`src/rtl/ps2_key_sequencer.sv`:
```
// PS/2 scan-byte handshake, E0/F0 prefix decode, held-key bitmap and tick-aligned move strobes.
// Optional macro P2_KEYS_EN enables the UP/DOWN (player 2) keys and their repeat logic.
module ps2_key_sequencer #(
    parameter int unsigned REPEAT_DELAY = 8,
    parameter int unsigned REPEAT_RATE  = 2
) (
    input  logic       clock,
    input  logic       reset,
    input  logic [7:0] scan_code,
    input  logic       scan_ready,
    output logic       read,
    input  logic       tick,
    output logic       p1_up,
    output logic       p1_down,
    output logic       p2_up,
    output logic       p2_down,
    output logic       restart,
    output logic [4:0] held
);

    localparam logic [7:0] DelayInit = 8'(REPEAT_DELAY);
    localparam logic [7:0] RateInit  = 8'(REPEAT_RATE);

    typedef enum logic [1:0] {StIdle, StAck, StDecode, StWait} state_e;

    state_e     state;
    logic [7:0] byte_q;
    logic       ext_q;
    logic       brk_q;
    logic [4:0] key_sel;
    logic       r_make;
    logic       p1_make;
    logic       p1_pend;
    logic [7:0] p1_cnt;
    logic       p1_dir_up;
    logic       p1_dir_dn;
    logic       p1_fire;

    // held bit order: {R, W, S, UP, DOWN}
    always_comb begin
        key_sel = '0;
        if (!ext_q) begin
            case (byte_q)
                8'h1D:   key_sel[3] = 1'b1;
                8'h1B:   key_sel[2] = 1'b1;
                8'h2D:   key_sel[4] = 1'b1;
                default: key_sel = '0;
            endcase
        end
`ifdef P2_KEYS_EN
        else begin
            case (byte_q)
                8'h75:   key_sel[1] = 1'b1;
                8'h72:   key_sel[0] = 1'b1;
                default: key_sel = '0;
            endcase
        end
`endif
    end

    assign r_make  = !brk_q && key_sel[4] && !held[4];
    assign p1_make = !brk_q && |(key_sel[3:2] & ~held[3:2]);

    // Down wins when both keys of a player are held.
    assign p1_dir_dn = held[2];
    assign p1_dir_up = held[3] && !held[2];
    assign p1_fire   = tick && (p1_dir_up || p1_dir_dn) && (p1_pend || p1_cnt == 8'd1);
    assign p1_up     = p1_fire && p1_dir_up;
    assign p1_down   = p1_fire && p1_dir_dn;

`ifdef P2_KEYS_EN
    logic       p2_make;
    logic       p2_pend;
    logic [7:0] p2_cnt;
    logic       p2_dir_up;
    logic       p2_dir_dn;
    logic       p2_fire;

    assign p2_make   = !brk_q && |(key_sel[1:0] & ~held[1:0]);
    assign p2_dir_dn = held[0];
    assign p2_dir_up = held[1] && !held[0];
    assign p2_fire   = tick && (p2_dir_up || p2_dir_dn) && (p2_pend || p2_cnt == 8'd1);
    assign p2_up     = p2_fire && p2_dir_up;
    assign p2_down   = p2_fire && p2_dir_dn;
`else
    assign p2_up   = 1'b0;
    assign p2_down = 1'b0;
`endif

    always_ff @(posedge clock) begin
        if (reset) begin
            state   <= StIdle;
            byte_q  <= '0;
            ext_q   <= 1'b0;
            brk_q   <= 1'b0;
            held    <= '0;
            read    <= 1'b0;
            restart <= 1'b0;
            p1_pend <= 1'b0;
            p1_cnt  <= '0;
`ifdef P2_KEYS_EN
            p2_pend <= 1'b0;
            p2_cnt  <= '0;
`endif
        end else begin
            read    <= 1'b0;
            restart <= 1'b0;

            // Tick logic sees pre-decode held/pending; a same-cycle make overrides pending below.
            if (tick) begin
                if (!(p1_dir_up || p1_dir_dn)) begin
                    p1_cnt  <= '0;
                    p1_pend <= 1'b0;
                end else if (p1_pend) begin
                    p1_pend <= 1'b0;
                    p1_cnt  <= DelayInit;
                end else if (p1_cnt == 8'd1) begin
                    p1_cnt <= RateInit;
                end else if (p1_cnt != 8'd0) begin
                    p1_cnt <= p1_cnt - 8'd1;
                end
`ifdef P2_KEYS_EN
                if (!(p2_dir_up || p2_dir_dn)) begin
                    p2_cnt  <= '0;
                    p2_pend <= 1'b0;
                end else if (p2_pend) begin
                    p2_pend <= 1'b0;
                    p2_cnt  <= DelayInit;
                end else if (p2_cnt == 8'd1) begin
                    p2_cnt <= RateInit;
                end else if (p2_cnt != 8'd0) begin
                    p2_cnt <= p2_cnt - 8'd1;
                end
`endif
            end

            case (state)
                StIdle: begin
                    if (scan_ready) begin
                        byte_q <= scan_code;
                        read   <= 1'b1;
                        state  <= StAck;
                    end
                end
                StAck: state <= StDecode;
                StDecode: begin
                    if (byte_q == 8'hF0) begin
                        brk_q <= 1'b1;
                    end else if (byte_q == 8'hE0) begin
                        ext_q <= 1'b1;
                    end else begin
                        ext_q <= 1'b0;
                        brk_q <= 1'b0;
                        held  <= brk_q ? (held & ~key_sel) : (held | key_sel);
                        if (r_make)  restart <= 1'b1;
                        if (p1_make) p1_pend <= 1'b1;
`ifdef P2_KEYS_EN
                        if (p2_make) p2_pend <= 1'b1;
`endif
                    end
                    state <= StWait;
                end
                StWait: if (!scan_ready) state <= StIdle;
                default: state <= StIdle;
            endcase
        end
    end

endmodule
```
`config.mk`:
```
export PLATFORM = sky130hd
export DESIGN_NAME = ps2_key_sequencer
export DESIGN_NICKNAME = d
export VERILOG_FILES = /design/src/rtl/ps2_key_sequencer.sv
export SDC_FILE = /design/constraint.sdc
export NUM_CORES = 1
export LEC_CHECK = 0
export CAP_MARGIN = 5
export CORE_UTILIZATION = 47
export DETAILED_ROUTE_END_ITERATION = 10
export HOLD_SLACK_MARGIN = 0.03
export PLACE_DENSITY = 0.75
export SLEW_MARGIN = 20
export SYNTH_ARGS = -nofsm -noshare
export SYNTH_HDL_FRONTEND = slang
export SYNTH_SLANG_ARGS = --single-unit
```
`constraint.sdc`:
```
create_clock -name clock -period 1.8 [get_ports clock]
set_input_delay 0.45 -clock clock [delete_from_list [all_inputs] [get_ports clock]]
set_output_delay 0.45 -clock clock [all_outputs]
set_load 0.02 [all_outputs]
```
=== Word-level counts from Yosys, hierarchy flattened ===
Cells that the tools add are included.

* Bits in registers: 28
* Input port bits: 12
* Output and inout port bits: 11

* Muxes and demuxes: 22
* Eq/ne operators: 13
* Reductions and logical operators: 24
* $add $sub $neg: 1
* Bitwise operators: 9

{| class="wikitable"
|+ Operator list
! cell !! count
|-
| 8-bit two-way mux || 4
|-
| 8-bit by 5-bit equality test with 1-bit output, second input constant || 2
|-
| 8-bit equality test, second input constant || 2
|-
| 1-bit two-way mux || 13
|-
| 5-bit two-way mux || 2
|-
| 2-bit AND reduction || 5
|-
| 8-bit by 1-bit equality test with 1-bit output, second input constant || 1
|-
| 8-bit by 6-bit equality test with 1-bit output, second input constant || 1
|-
| 1-bit logical AND || 8
|-
| 2-bit one-hot mux with 4 select lines || 1
|-
| 8-bit nonzero test || 1
|-
| 8-bit by 1-bit subtractor with 8-bit output, second input constant || 1
|-
| 2-bit != test, second input constant || 3
|-
| 5-bit bitwise AND || 1
|-
| 5-bit NOT || 1
|-
| 5-bit bitwise OR || 1
|-
| 2-bit equality test, second input constant || 2
|-
| 2-bit two-way mux || 2
|-
| 4-bit by 2-bit != test with 1-bit output, second input constant || 1
|-
| 1-bit NOT || 4
|-
| 2-bit OR reduction || 2
|-
| 4-bit OR reduction || 1
|-
| 1-bit logical NOT || 3
|-
| 3-bit AND reduction || 1
|-
| other kinds (5) || 6
|}

=== Longest topological paths before layout ===
Gate-level depths: netlist (run 1).

* Word-level depth: 10
* Depth in mapped cells: 7

=== Worst setup path after synthesis (run 1) ===
No wires, ideal clock.

* Path kind: flip-flop to output port
* Start point: reg p1_cnt[4]
* End point: out p1_up
* Path slack: -0.401 ns
* Cell stages (with the launch flop): 5
* Required time: 1.350 ns
* Arrival: 1.751 ns
* Path through: dfxtp_1 > nor4_1 > nand3_1 > a21bo_2 > nor3b_1

* Word-level cells in the longest chain between the ends: 4

{| class="wikitable"
|+ RTL lines
! item !! RTL line !! source
|-
| start: declaration || 34 || <nowiki>logic [7:0] p1_cnt;</nowiki>
|-
| start signal: assignment || 116 || <nowiki>p1_cnt <= DelayInit;</nowiki>
|-
| start signal: assignment || 118 || <nowiki>p1_cnt <= RateInit;</nowiki>
|-
| start signal: assignment || 120 || <nowiki>p1_cnt <= p1_cnt - 8'd1;</nowiki>
|-
| 8-bit by 1-bit equality test with 1-bit output || 67 || <nowiki>assign p1_fire = tick && (p1_dir_up || p1_dir_dn) && (p1_pend || p1_cnt == 8'd1);</nowiki>
|-
| 1-bit logical OR || 67 ||
|-
| 1-bit logical AND || 67 ||
|-
| 1-bit logical AND || 68 || <nowiki>assign p1_up = p1_fire && p1_dir_up;</nowiki>
|-
| end: declaration || 13 || <nowiki>output logic p1_up,</nowiki>
|}

No other way between the ends.

=== Worst setup path in the final report (run 1) ===
Same ends and word-level chain as after synthesis.

==> results of run 1 <==
[Yosys cell counts]
library cell and number:
mux2_2 1, buf_4 4, nand4_1 2, or4_4 1
or3_1 3, o32a_1 1, clkbuf_1 4, nor4_1 4
o21ai_0 5, nand2b_1 3, a211oi_1 2, inv_1 9
a21bo_2 1, o21bai_1 1, nand2_1 15, dfxtp_1 26
a211o_1 1, nor2b_1 4, o31ai_1 1, nand3_1 10
or3b_2 1, a311oi_1 1, ha_1 6, a221oi_1 1
nand4b_1 1, buf_1 1, a311o_1 1, conb_1 1
or2_2 4, nor3_1 2, mux2i_1 1, o41ai_1 1
a21oi_1 17, nor4bb_1 2, a31oi_1 1, o41ai_4 2
nor3b_1 4, a2bb2oi_1 1, a221o_1 1, a21o_1 3
nor2_1 16
[per-stage QoR]
step,hold WS [ns],utilization (%),setup TNS (ns)
global route,0.484,73.6,-2.30
global placement,0.436,64.7,-2.37
detailed placement,0.443,64.7,-3.00
finish,0.463,73.6,-1.46
floorplan,0.438,-,-0.121
CTS,0.462,71.3,-1.33
[power by group]
group          total, mW  switching, mW  internal [mW]  leakage [nW]
clock network      0.413          0.188          0.225        0.0279
logic              0.414          0.231          0.183         0.608
registers          0.710         0.0631          0.647         0.214
[final cells by class]
cell class,count,area [sq um]
multi-input combinational,125,905
fill,205,734
sequential,26,528
timing repair buffer,56,487
tap,31,38.8
inverter,9,36.3
clock inverter,1,30.0
clock buffer,3,22.5
[final timing paths]
| kind | start | endpoint | cells past startpoint |
|---|---|---|---|
| min reg2reg | flip-flop | restart | 1 |
| min | flip-flop | restart | 1 |
| max reg2reg | flip-flop | p1_cnt[2] | 4 |
| max | p1_cnt[4] | p1_up | 6 |
[cell families (layout without fill, tap and decap cells)]
| kind of cell | after synthesis | in the layout | synth area share [%] |
|---|---|---|---|
| compound gates | 41 | 41 | 22.1 |
| fa+ha+maj | 6 | 6 | 5.40 |
| buf+inv | 18 | 69 | 5.93 |
| flops | 26 | 26 | 37.4 |
| mux | 2 | 2 | 1.53 |
| other cells | 1 | 4 | 0.270 |
| simple gates | 72 | 72 | 27.3 |
[layer usage]
| metal | routed length (um) | vias to the layer above | track usage, % |
|---|---|---|---|
| li1 | - | 696 | - |
| met1 | 1510 | 652 | 25.4 |
| met2 | 1950 | 32 | 45.7 |
| met3 | 108 | 10 | 2.30 |
| met4 | 66 | 0 | 8.01 |
| met5 | 0 | - | 0 |
[critical path, stage by stage, from the launching register on]
cell and delay (ns):
dfxtp_2 0.36, nor4_4 0.28, buf_4 0.17, nand3_4 0.06, a21bo_4 0.24, nor3b_4 0.17
buf_6 0.14
[what timing repair did]
action | in CTS | in global routing
setup endpoints to repair | 11 | 12
setup buffers | 8 | 4
pin swaps | 13 | 5
resized for setup | 38 | 13
==> flow_summary.ini, run 1 <==
[run_status]
status = finished, violations left
violations = setup timing

[worst_setup_path]
arrival_ns = 1.73
cp_max_fo = 2
crit_type = flip-flop to output pin
end_kind = output pin
cp-start-kind = flip-flop
critical_path_required_ns = 1.35
ff2ff_setup_slack_ns = -0.19

[sta]
fin_crit_sh_pct = 121
tightest_slew_ns = 1.01
grt_setup_unrepaired = true
skew_ns = 0.0182
layout_min_cycle_time_ns = 2.18
hold_viol = 0
slew_headroom_pct = 32.7
fmax_mhz = 459
layout_setup_ws_ns = -0.378
setup_violations = 8
maxSlewViolCount = 0

[final_layout]
syn_to_final_growth_pct = 47.1
design_area_sq_um = 2050
stdcell_count = 251
drive_gt1_share_pct = 34.1
final_cell_mix = buf_4 (33), dfxtp_1 (20), nor2_1 (16)
antenna_cells = 0
fin_nets = 239
final_common_cell = buf_4

[die]
core-area_sq_um = 2780
rows = 19
die_area_sq_um = 3180
die_x_um = 56.4
io_pins = 23
die_h_um = 56.4
start_util_pct = 50.0

[placed_design]
post-place-ws_ns = -0.628
numPortBuffers = 18
place.gp.congestion = 0.860
post_dp_cell_area_sq_um = 1800
dp_hpwl_um = 2530
dp.cells = 237

[synth]
yosys_warnings = 0
syn_area_sq_um = 1390
synth_seq_cells = 26
netlist_instances = 166
syn_area_per_cell_sq_um = 8.38
synth_top_cell_area_share_pct = 37.4
seq_area_frac_synth_pct = 37.4
yosysTopAreaCell = dfxtp_1
ys_top_cells_by_area = dfxtp_1 (37%), a21oi_1 (6.1%), ha_1 (5.4%)
synth_cell_types = 41

[job]
max_cap_violations = 0

[power_and_ir_drop]
peakVddDrop_mv = 0.789
power.density_nw_per_um2 = 751
report.power.total_mw = 1.54
leakagePower_nw = 0.850

[hold_path]
hold_path.class = flip-flop to flip-flop

[clock_network]
clk_latency_ns = 0.34
cts_root_buf = clkbuf_4
numCtsBuffers = 3
cts_tree = built
cts_hold_buf = 0
h-tree-depth = 1
clk_pin_slew_ns = 0.14
cts.path.max_buffers = 2
cts_sinks = 26

[routing]
routed_wl_um = 3640
drt_iter0_markers = 44
drc = 0
via_per_inst = 5.54
drt.antenna.violating_nets = 0
wl_per_cell_um = 14.5
dr.pass1.iters = 6
num_vias = 1390

[global_routing]
grt_overflow_total = 0
grt_max_degree = 20
grt_usage_pct = 23.2
antenna_found_initial = 0
grt_pass1_wl_um = 5840
grt_pass1_vias = 1333
(Power assumes the default switching activity.)
==> run 2: changes to the inputs <==
Settings changed: ABC_CLOCK_PERIOD_IN_PS from default to 1800, HOLD_SLACK_MARGIN 0.03 to default.
==> results of run 2 <==
Same layout as run 1: the final DEF is identical, and so are final timing and power.
==> run 3: changes to the inputs <==
Settings changed: SETUP_SLACK_MARGIN from default to 0.3.
==> run 3 against run 2 <==
Net effect: the flow still finishes with violations (setup timing); hold slack improved by 0.040 ns; critical path depth down 1; first-iteration DRC count is 27% higher; worst setup slack improved by 0.037 ns; clock power decreased by 15%; register-to-register slack better by 0.07 ns; non-clock buffer count shrank 1; count of clock-buffer cells in the layout is 1 higher; largest power group unchanged.
==> flow_summary.ini, run 3 (synthesized netlist as in run 1, its figures left out) <==
[sta]
fin_crit_sh_pct = 119
tightest_slew_ns = 0.567
maxSlewViolCount = 0
final.setup.tns_ns = -1.01
setup_violations = 8
hold_viol = 0
fmax_mhz = 467
layout_min_cycle_time_ns = 2.14
slew_headroom_pct = 62.2
skew_ns = 0.00289
grt_setup_unrepaired = true
layout_setup_ws_ns = -0.341

[global_routing]
grt_overflow_total = 0
grt_usage_pct = 23.6
grt_pass1_vias = 1370
grt_use_met3_pct = 4.15
antenna_found_initial = 0
grt_use_met1_pct = 28.1
grt_pass1_wl_um = 5920
grt_max_degree = 18
met2_usage_pct = 41.5
busiest_layer = met2

[final_layout]
fillers = 199
antenna_cells = 0
utilization_pct = 74.9
stdcell_count = 250
fin_nets = 238
syn_to_final_growth_pct = 49.6
drive_gt1_share_pct = 40.6
final_common_cell = buf_4
final_cell_mix = buf_4 (31), dfxtp_1 (15), nor2_1 (14), nand2_1 (14), a21oi_1 (14)

[power_and_ir_drop]
peakVddDrop_mv = 0.802
power.density_nw_per_um2 = 777
report.power.total_mw = 1.62
leakagePower_nw = 0.828

[run_status]
status = finished, violations left
violations = setup timing

[routing]
via_per_inst = 5.62
drt.antenna.violating_nets = 0
routed_wl_um = 3760
wl_per_cell_um = 15.0
dr.pass1.iters = 4
drc = 0
num_vias = 1404
drt_iter0_markers = 56

[worst_setup_path]
critical_path_required_ns = 1.35
end_kind = output pin
cp-start-kind = flip-flop
crit_type = flip-flop to output pin
arrival_ns = 1.69
cp_max_fo = 2

[clock_network]
cts_sinks = 26
cts_tree = built
cts_root_buf = clkbuf_4
cts.path.max_buffers = 2
h-tree-depth = 1
clk_pin_slew_ns = 0.15
cts_hold_buf = 0
clk_latency_ns = 0.32
numCtsBuffers = 3

[die]
core-area_sq_um = 2780
io_pins = 23
rows = 19
die_h_um = 56.4
die_area_sq_um = 3180
die_x_um = 56.4
start_util_pct = 50.0

[placed_design]
dp.cells = 237
place.gp.congestion = 0.849
dp_hpwl_um = 2530
numPortBuffers = 18

[job]
max_cap_violations = 0

[hold_path]
hold_path.class = flip-flop to flip-flop
[run 3: layer usage]
metal  vias up  part of all wire [%]  wire length, um
li1        692                     -                -
met1       656                    42             1590
met2        44                    51             1920
met3        12                   4.5              169
met4         0                   2.1               78
met5         -                     0                0
[run 3: layout make-up]
| cell class | count | area [sq um] | area share (%) |
|---|---|---|---|
| sequential | 26 | 539 | 25.9 |
| clock buffer | 4 | 47.5 | 2.28 |
| tap | 31 | 38.8 | 1.86 |
| inverter | 9 | 38.8 | 1.86 |
| multi-input combinational | 125 | 946 | 45.4 |
| timing repair buffer | 55 | 472 | 22.7 |
[run 3: report_power, final]
group          total [mW]  internal (mW)  leakage (nW)  switching, mW
logic               0.535          0.251         0.585          0.284
clock network       0.350          0.170        0.0261          0.180
registers           0.733          0.652         0.217         0.0807
total                1.62           1.07         0.828          0.544
[run 3: per-stage QoR]
| step | hold slack, ns | worst slack (ns) | instance area, sq um |
|---|---|---|---|
| after floorplan | 0.444 | 0.0470 | 1500 |
| after global placement | 0.437 | -0.589 | 1880 |
| after detailed placement | 0.474 | -0.593 | 1880 |
| after CTS | 0.483 | -0.362 | 2020 |
| after global routing | 0.515 | -0.445 | 2080 |
| final | 0.503 | -0.341 | 2080 |
[run 3: worst paths after layout]
kind	to	slack (ns)	start	cells past startpoint
max	p1_up	-0.34	p1_cnt[7]	5
min	restart	0.50	flip-flop	1
max reg2reg	p1_cnt[1]	-0.12	p1_cnt[0]	8
min reg2reg	restart	0.50	flip-flop	1
[run 3: worst max-delay path: stages, from the launching register on]
cell	delay, ns
dfxtp_2	0.36
nor4_4	0.31
nand3_1	0.14
a21bo_2	0.24
nor3b_4	0.17
buf_6	0.14
[run 3: what timing repair did]
action	4_1_cts	5_1_grt
resized for setup	41	12
setup buffers	6	3
setup endpoints to repair	19	19
pin swaps	13	16
cloned	0	0
